==> src/rtl/scr1_axi_pkg.sv <==
// Shared AXI definitions for the SCR1 memory-side blocks: response codes,
// the SRAM slave state encoding and a data-width to AXI-size helper.
package scr1_axi_pkg;

  localparam logic [1:0] SCR1_AXI_RESP_OKAY   = 2'b00;
  localparam logic [1:0] SCR1_AXI_RESP_EXOKAY = 2'b01;
  localparam logic [1:0] SCR1_AXI_RESP_SLVERR = 2'b10;
  localparam logic [1:0] SCR1_AXI_RESP_DECERR = 2'b11;

  typedef enum logic [2:0] {
    IDLE       = 3'd0,
    WR_ACC     = 3'd1,
    WR_RESP    = 3'd2,
    RD_ACC     = 3'd3,
    RD_WAIT    = 3'd4,
    RD_RESP    = 3'd5,
    ERR_WDRAIN = 3'd6,
    ERR_RBEATS = 3'd7
  } type_scr1_axi_sram_fsm_e;

  // AXI size encoding is log2 of the transfer width in bytes.
  function automatic logic [2:0] scr1_axi_width2size(input int unsigned width);
    case (width)
      8:       return 3'd0;
      16:      return 3'd1;
      32:      return 3'd2;
      64:      return 3'd3;
      128:     return 3'd4;
      default: return 3'd2;
    endcase
  endfunction

endpackage

==> src/rtl/scr1_axi_sram.sv <==
// AXI4 single-beat slave in front of a 1-cycle-latency single-port SRAM.
// One transaction at a time; bursts and out-of-range accesses get error responses.
module scr1_axi_sram
  import scr1_axi_pkg::*;
#(
  parameter int                         SCR1_AXI_IDWIDTH = 4,
  parameter int                         SCR1_ADDR_WIDTH  = 32,
  parameter int                         SCR1_SRAM_AWIDTH = 14,
  parameter logic [SCR1_ADDR_WIDTH-1:0] SCR1_SRAM_BASE   = '0
) (
  input  logic                        clk,
  input  logic                        rst_n,
  input  logic [SCR1_AXI_IDWIDTH-1:0] awid,
  input  logic [SCR1_ADDR_WIDTH-1:0]  awaddr,
  input  logic [7:0]                  awlen,
  input  logic [2:0]                  awsize,
  input  logic [1:0]                  awburst,
  input  logic                        awvalid,
  output logic                        awready,
  input  logic [31:0]                 wdata,
  input  logic [3:0]                  wstrb,
  input  logic                        wlast,
  input  logic                        wvalid,
  output logic                        wready,
  output logic [SCR1_AXI_IDWIDTH-1:0] bid,
  output logic [1:0]                  bresp,
  output logic                        bvalid,
  input  logic                        bready,
  input  logic [SCR1_AXI_IDWIDTH-1:0] arid,
  input  logic [SCR1_ADDR_WIDTH-1:0]  araddr,
  input  logic [7:0]                  arlen,
  input  logic [2:0]                  arsize,
  input  logic [1:0]                  arburst,
  input  logic                        arvalid,
  output logic                        arready,
  output logic [SCR1_AXI_IDWIDTH-1:0] rid,
  output logic [31:0]                 rdata,
  output logic [1:0]                  rresp,
  output logic                        rlast,
  output logic                        rvalid,
  input  logic                        rready,
  output logic                        sram_req,
  output logic                        sram_we,
  output logic [SCR1_SRAM_AWIDTH-1:0] sram_addr,
  output logic [3:0]                  sram_be,
  output logic [31:0]                 sram_wdata,
  input  logic [31:0]                 sram_rdata,
  output type_scr1_axi_sram_fsm_e     dbg_state
);

  localparam int         HI       = SCR1_ADDR_WIDTH - 1;
  localparam int         LO       = SCR1_SRAM_AWIDTH + 2;
  localparam logic [2:0] SIZE_MAX = scr1_axi_width2size(32);

  // Handshake rule: a channel transfers on a cycle where valid and ready are
  // both high at the rising edge; ready never waits on anything but state and valids.

  type_scr1_axi_sram_fsm_e     r_state, w_next;
  logic                        r_last_wr;
  logic [7:0]                  r_beats;
  logic [SCR1_AXI_IDWIDTH-1:0] r_bid, r_rid;
  logic [1:0]                  r_bresp, r_rresp;
  logic [31:0]                 r_rdata;
  logic                        r_rlast, r_rvalid, r_bvalid;
  logic                        r_sram_req, r_sram_we;
  logic [SCR1_SRAM_AWIDTH-1:0] r_sram_addr;
  logic [3:0]                  r_sram_be;
  logic [31:0]                 r_sram_wdata;

  logic       w_wr_req, w_rd_req, w_grant_wr, w_grant_rd;
  logic [1:0] w_aw_resp, w_ar_resp;
  logic       w_unused;

  function automatic logic [1:0] classify(input logic [SCR1_ADDR_WIDTH-1:0] addr,
                                          input logic [7:0] len, input logic [2:0] size);
    if (addr[HI:LO] != SCR1_SRAM_BASE[HI:LO]) return SCR1_AXI_RESP_DECERR;
    else if (len != 8'd0 || size > SIZE_MAX)  return SCR1_AXI_RESP_SLVERR;
    else                                      return SCR1_AXI_RESP_OKAY;
  endfunction

  // AW and W are taken together, so a write only competes once both are valid.
  assign w_wr_req   = awvalid & wvalid;
  assign w_rd_req   = arvalid;
  assign w_grant_rd = (r_state == IDLE) & w_rd_req & (~w_wr_req | r_last_wr);
  assign w_grant_wr = (r_state == IDLE) & w_wr_req & (~w_rd_req | ~r_last_wr);
  assign w_aw_resp  = classify(awaddr, awlen, awsize);
  assign w_ar_resp  = classify(araddr, arlen, arsize);
  assign w_unused   = ^{awburst, arburst, awaddr[1:0], araddr[1:0]};

  always_ff @(posedge clk or negedge rst_n) begin
    if (!rst_n) r_state <= IDLE;
    else        r_state <= w_next;
  end

  always_comb begin
    w_next = r_state;
    case (r_state)
      IDLE: begin
        if (w_grant_rd)
          w_next = (w_ar_resp == SCR1_AXI_RESP_OKAY) ? RD_ACC : ERR_RBEATS;
        else if (w_grant_wr)
          w_next = (w_aw_resp == SCR1_AXI_RESP_OKAY) ? WR_ACC :
                   (wlast ? WR_RESP : ERR_WDRAIN);
      end
      WR_ACC:     w_next = WR_RESP;
      WR_RESP:    if (bready) w_next = IDLE;
      RD_ACC:     w_next = RD_WAIT;
      RD_WAIT:    w_next = RD_RESP;
      RD_RESP:    if (rready) w_next = IDLE;
      ERR_WDRAIN: if (wvalid && wlast) w_next = WR_RESP;
      ERR_RBEATS: if (rready && r_beats == 8'd0) w_next = IDLE;
      default:    w_next = IDLE;
    endcase
  end

  always_comb begin
    arready = w_grant_rd;
    awready = w_grant_wr;
    wready  = w_grant_wr | (r_state == ERR_WDRAIN);
  end

  // Registered outputs are decoded from the next state so they line up with it.
  always_ff @(posedge clk or negedge rst_n) begin
    if (!rst_n) begin
      r_last_wr    <= 1'b1;
      r_beats      <= '0;
      r_bid        <= '0;
      r_rid        <= '0;
      r_bresp      <= '0;
      r_rresp      <= '0;
      r_rdata      <= '0;
      r_rlast      <= 1'b0;
      r_rvalid     <= 1'b0;
      r_bvalid     <= 1'b0;
      r_sram_req   <= 1'b0;
      r_sram_we    <= 1'b0;
      r_sram_addr  <= '0;
      r_sram_be    <= '0;
      r_sram_wdata <= '0;
    end else begin
      r_sram_req <= (w_next == WR_ACC) || (w_next == RD_ACC);
      r_sram_we  <= (w_next == WR_ACC);
      r_bvalid   <= (w_next == WR_RESP);
      r_rvalid   <= (w_next == RD_RESP) || (w_next == ERR_RBEATS);
      if (w_grant_wr) begin
        r_last_wr    <= 1'b1;
        r_bid        <= awid;
        r_bresp      <= w_aw_resp;
        r_sram_addr  <= awaddr[SCR1_SRAM_AWIDTH+1:2];
        r_sram_be    <= wstrb;
        r_sram_wdata <= wdata;
      end
      if (w_grant_rd) begin
        r_last_wr   <= 1'b0;
        r_rid       <= arid;
        r_rresp     <= w_ar_resp;
        r_sram_addr <= araddr[SCR1_SRAM_AWIDTH+1:2];
        r_rdata     <= '0;
        r_beats     <= arlen;
        r_rlast     <= (w_ar_resp != SCR1_AXI_RESP_OKAY) && (arlen == 8'd0);
      end
      if (r_state == RD_WAIT) begin
        r_rdata <= sram_rdata;
        r_rlast <= 1'b1;
      end
      if (r_state == RD_RESP && rready) r_rlast <= 1'b0;
      if (r_state == ERR_RBEATS && rready) begin
        if (r_beats != 8'd0) begin
          r_beats <= r_beats - 8'd1;
          r_rlast <= (r_beats == 8'd1);
        end else begin
          r_rlast <= 1'b0;
        end
      end
    end
  end

  assign bid        = r_bid;
  assign bresp      = r_bresp;
  assign bvalid     = r_bvalid;
  assign rid        = r_rid;
  assign rdata      = r_rdata;
  assign rresp      = r_rresp;
  assign rlast      = r_rlast;
  assign rvalid     = r_rvalid;
  assign sram_req   = r_sram_req;
  assign sram_we    = r_sram_we;
  assign sram_addr  = r_sram_addr;
  assign sram_be    = r_sram_be;
  assign sram_wdata = r_sram_wdata;
  assign dbg_state  = r_state;

endmodule
==> config.mk <==
export PLATFORM = sky130hd
export DESIGN_NAME = scr1_axi_sram
export DESIGN_NICKNAME = d
export VERILOG_FILES = /design/src/rtl/scr1_axi_pkg.sv /design/src/rtl/scr1_axi_sram.sv
export SDC_FILE = /design/constraint.sdc
export NUM_CORES = 1
export LEC_CHECK = 0
export CORE_MARGIN = 4
export CORE_UTILIZATION = 34
export CTS_BUF_LIST = sky130_fd_sc_hd__clkbuf_16
export DETAILED_ROUTE_END_ITERATION = 8
export PLACE_DENSITY_LB_ADDON = 0.3
export RECOVER_POWER = 50
export SYNTH_ARGS = -nofsm -noshare
export SYNTH_HDL_FRONTEND = slang
export SYNTH_SLANG_ARGS = --single-unit
export TNS_END_PERCENT = 1
==> constraint.sdc <==
create_clock -name clk -period 1.99 [get_ports clk]
set_input_delay 0.597 -clock clk [delete_from_list [all_inputs] [get_ports clk]]
set_output_delay 0.597 -clock clk [all_outputs]
set_load 0.005 [all_outputs]
== Word level (Yosys, flattened, before mapping) ==
Cells that the tools add are included.

* Bits in registers: 111
* Input bits: 174
* Output and inout port bits: 105
* Logic and storage cells: 94

* Add/sub/neg operators: 1
* $lt $le $gt $ge: 2
* Equal/unequal tests: 13
* Muxes and demuxes: 28
* Bitwise logic cells: 11
* Reductions and logical operators: 23

{| class="wikitable"
|+ Operators by type and width
! cell !! number
|-
| 2-to-1 mux 32 bit || 2
|-
| nonzero test 16 bit || 2
|-
| 2-to-1 mux 14 bit || 2
|-
| 2-to-1 mux 3 bit || 9
|-
| 2-to-1 mux 8 bit || 3
|-
| case mux 3 bit (8 select lines) || 1
|-
| nonzero test 8 bit || 3
|-
| == test 3 bit (second input constant) || 6
|-
| logical NOT 8 bit || 2
|-
| == test 3 x 2 -> 1 bit (second input constant) || 4
|-
| == test 8 x 1 -> 1 bit (second input constant) || 1
|-
| 2-to-1 mux 2 bit || 4
|-
| subtractor 8 x 1 -> 8 bit (second input constant) || 1
|-
| 2-to-1 mux 1 bit || 7
|-
| == test 3 x 1 -> 1 bit (second input constant) || 2
|-
| greater-than comparator 3 x 2 -> 1 bit (second input constant) || 2
|-
| nonzero test 2 bit || 3
|-
| bitwise AND 1 bit || 5
|-
| logical AND 1 bit || 5
|-
| logical NOT 2 bit || 2
|-
| logical OR 1 bit || 4
|-
| nonzero test 4 bit || 1
|-
| logical NOT 3 bit || 1
|-
| NOT 1 bit || 3
|-
| OR 1 bit || 3
|}

== Longest topological paths before layout ==
Gate-level depths: netlist of run 1.

* Depth in word-level cells: 11
* Mapped depth: 9
* Mapped depth without buffers: 7

== Worst setup path after synthesis of run 1 ==
Ideal clock, no wire load.

* Path type: input -> output
* From: in wvalid
* To: out arready
* Arrival: 1.408 ns
* Data required time: 1.393 ns
* Setup slack: -0.015 ns
* Cell stages on the path: 6
* Buffers on the path: 2
* Path through: nand2_1 o21a_1 nand2_1 inv_2 buf_2 buf_2

* Word-level cells in the longest chain between the ends: 4

{| class="wikitable"
|+ Ends and longest elaborated chain
! element !! line !! RTL
|-
| start: declaration || scr1_axi_sram.sv:23 || <nowiki>input logic wvalid,</nowiki>
|-
| bitwise AND 1 bit || scr1_axi_sram.sv:82 || <nowiki>assign w_wr_req = awvalid & wvalid;</nowiki>
|-
| NOT 1 bit || scr1_axi_sram.sv:84 || <nowiki>assign w_grant_rd = (r_state == IDLE) & w_rd_req & (~w_wr_req | r_last_wr);</nowiki>
|-
| OR 1 bit || scr1_axi_sram.sv:84 ||
|-
| bitwise AND 1 bit || scr1_axi_sram.sv:84 ||
|-
| end: declaration || scr1_axi_sram.sv:35 || <nowiki>output logic arready,</nowiki>
|}

Every way passes these cells.

== Final worst setup path of run 1 ==
* From: in awvalid
* To: out wready

* Word-level cells in the longest chain between the ends: 4

{| class="wikitable"
|+ Ends and longest elaborated chain
! element !! line !! RTL
|-
| start: declaration || scr1_axi_sram.sv:18 || <nowiki>input logic awvalid,</nowiki>
|-
| bitwise AND 1 bit || scr1_axi_sram.sv:82 ||
|-
| bitwise AND 1 bit (2 in series) || scr1_axi_sram.sv:85 || <nowiki>assign w_grant_wr = (r_state == IDLE) & w_wr_req & (~w_rd_req | ~r_last_wr);</nowiki>
|-
| OR 1 bit || scr1_axi_sram.sv:119 || <nowiki>wready = w_grant_wr | (r_state == ERR_WDRAIN);</nowiki>
|-
| end: declaration || scr1_axi_sram.sv:24 || <nowiki>output logic wready,</nowiki>
|}

Every way passes these cells.

==> results_dict.tcl, run 1 <==
set metrics [dict create \
    status "complete, but fails checks" \
    violations "negative setup slack" \
    clock_latency_ns 0.34 \
    cp.arrival_ns 1.40 \
    initial_utilization 0.3460 \
    netlist_instances 536 \
    post-route-min-period_ns 1.994 \
    vias_per_cell 4.812 \
    end_kind "primary output" \
    io_buffers 270 \
    ys.flop_type "dfrtp_1" \
    synth.net_count 713 \
    die_w_um 126.8 \
    synthTopCellsByArea "dfrtp_1 (57%), nand2_1 (19%), o21ai_0 (3.9%)" \
    rsz0062_at_grt "true" \
    drt_wl_total_um 16230 \
    yosysWarningCount 0 \
    post_drt_wl_per_cell_um 15.98 \
    drive_above_1_share 0.1017 \
    clock.fmax_mhz 501.6 \
    firstDrtPassIters 4 \
    r2r_cells 10 \
    power_density_mw_per_mm2 1248 \
    drt_first_iter_violations 254 \
    place_inst 993 \
    critPathMaxFanout 3 \
    h-tree-depth 3 \
    period_share 1.002 \
    grt_max_degree 44 \
    clk_pin_slew_ns 0.07 \
    seq_area_frac_synth 0.5787 \
    reg2reg_from "r_last_wr$_DFFE_PN1P_" \
    cts_tree "done" \
    critPathRequiredTime_ns 1.39 \
    grtUsageTotal 0.2005 \
    dp_hpwl_um 12390 \
    synth_top_area_share 0.5732 \
    cp-start-kind "primary input" \
    cts.sinks 111 \
    nets 1009 \
    fin_worst_skew_ns 0.006669 \
    timing.rr.end "rlast$_DFFE_PN0P_" \
    hold_path.class "in2async" \
    drt-met1-wl_um 5887 \
    finalHoldViolCount 0 \
    wl_met3_um 1833 \
    row_count 43 \
    wl_met2_um 8203 \
    synth-seq-cells 111 \
    gr-total-overflow 0 \
    drv_cap 0 \
    synth_edf_count 0 \
    hold_buffers 0 \
    clockBufferDepth 2 \
    final_cell_mix "clkdlybuf4s50_1 (259), nand2_1 (236), dfrtp_1 (108)" \
    p_leak_uw 0.003711 \
    core_area_sq_mm 0.01388 \
    cts_made_buffers 9 \
    area_delta_synth_final_pct 73.94 \
    rrSetupSlack_ns 0.07 \
    synth_cell_type_count 48 \
    netlist_area_sq_mm 0.004802 \
    setup_slack_ns -0.003675 \
    die_y_um 126.8 \
    io_pins 279 \
    async_reset_ff_frac 1.000 \
    max-slew-margin-rel 0.2935 \
    root_buffer "clkbuf_16" \
    gp_congestion 0.8046 \
    drc 0 \
    drv_slew 0 \
    ant_nets 0 \
    synth_top_area_cell "dfrtp_1" \
    grt_pass1_wl_um 25700 \
    antenna_found_initial 0 \
    die_area_sq_mm 0.01609 \
    routed.top_layer "met4" \
    setup_tns_ns -0.003675 \
    finalSetupViolations 1 \
    tightestPinTransition_ns 1.060 \
    crit_type "in2out" \
    route.vias.total 4889 \
    antenna_cells 0 \
    grt_pass1_vias 5115 \
    synth_area_per_cell_sq_um 8.959 \
    final_common_cell "clkdlybuf4s50_1" \
    stdcell_count 1016 \
    ir_drop_mv 0.7156 \
]
cell families after synthesis:
kind of cell | after synthesis | share of synthesized area
AO/OA/AOI/OAI | 85 | 0.1133
adder cells (fa/ha/maj) | 3 | 0.007817
buffers and inverters | 36 | 0.03283
flip-flops | 111 | 0.5787
AND/OR/NAND/NOR | 301 | 0.2673
power breakdown:
part	internal [uW]	switching [uW]	total (uW)
Sequential	3260	655	3920
Clock	1080	780	1860
Combinational	2660	1980	4640
Total	7010	3410	10400
cell type report:
cell class,instances,area (sq um)
clock inverters,6,78.83
multi-input cells,389,1954
well taps,180,225.2
fillers,1180,5528
flip-flops and latches,111,2781
repair buffers,314,3062
inverters,7,26.28
clock buffers,9,225.2
critical path: stages:
cell             delay [ns]
clkdlybuf4s15_1        0.21
nand2_2                0.09
nor4b_4                0.25
a21oi_1                0.06
nor2_1                 0.08
buf_2                  0.11
per-stage QoR:
stage | utilization | setup WS (ns) | power, uW | hold WS (ns) | area [sq um]
floorplan | - | 0.01095 | 5567 | 0.3014 | 4805
global placement | 0.5698 | -0.6973 | 8378 | 0.4569 | 7909
detailed placement | 0.5698 | -0.6988 | 8528 | 0.4616 | 7909
CTS | 0.5985 | -0.05063 | 10510 | 0.1294 | 8308
global route | 0.6018 | -0.08244 | 11220 | 0.4923 | 8353
finish | 0.6018 | -0.003675 | 10420 | 0.4215 | 8353
synth_stat cells (all sizes together), types with 3 or more instances:
cell and instances:
a21oi 11, nor2 21, o21ai 39, nand3 4, nand2 238, a22oi 15
dfrtp 110, buf 13, a211oi 3, a311oi 6, ha 3, or3 4
clkbuf 16, nor3 8, nor4 13, inv 6, nand4 4
per-layer routing:
layer / GRT usage / up-vias
met4: 0.05741 / 0
met3: 0.09895 / 20
met2: 0.3462 / 196
li1: - / 2365
met5: 0 / -
met1: 0.2178 / 2308
flip-flops by register name, summed over array words and instances, names as in the netlist:
| name | flops |
|---|---|
| sram_req | 1 |
| bvalid | 1 |
| sram_wdata | 32 |
| sram_addr | 14 |
| r_last_wr | 1 |
| rvalid | 1 |
| rdata | 32 |
| rresp | 2 |
| sram_be | 4 |
| sram_we | 1 |
| dbg_state | 3 |
| bid | 4 |
| bresp | 2 |
| rlast | 1 |
| r_beats | 8 |
| rid | 4 |
how the worst max path moves through the flow:
stage / cells after the start / to / slack (ns) / from
final: 6 / wready / -0.004 / awvalid
after global routing: 6 / rvalid$_DFF_PN0_ / -0.08 / awaddr[21]
after CTS: 2 / dbg_state[2] / -0.05 / dbg_state[2]$_DFF_PN0_
after detailed placement: 6 / wready / -0.70 / wvalid
after global placement: 6 / wready / -0.70 / wvalid
after floorplan: 6 / arready / 0.01 / wvalid
what timing repair did:
action,in CTS,in global routing
pin swaps,5,7
setup buffers,6,2
setup endpoints to repair,53,30
gates cloned,0,0
hold endpoints to repair,0,0
gates resized for setup,36,12
Power figures use the tool's default switching activity.
==> inputs of run 2 (changes only) <==
Settings changed: CTS_CLUSTER_SIZE set to 28, GPL_ROUTABILITY_DRIVEN set to 0.
==> results of run 2 <==
The final DEF is identical to that of run 1; final timing and power are the same.
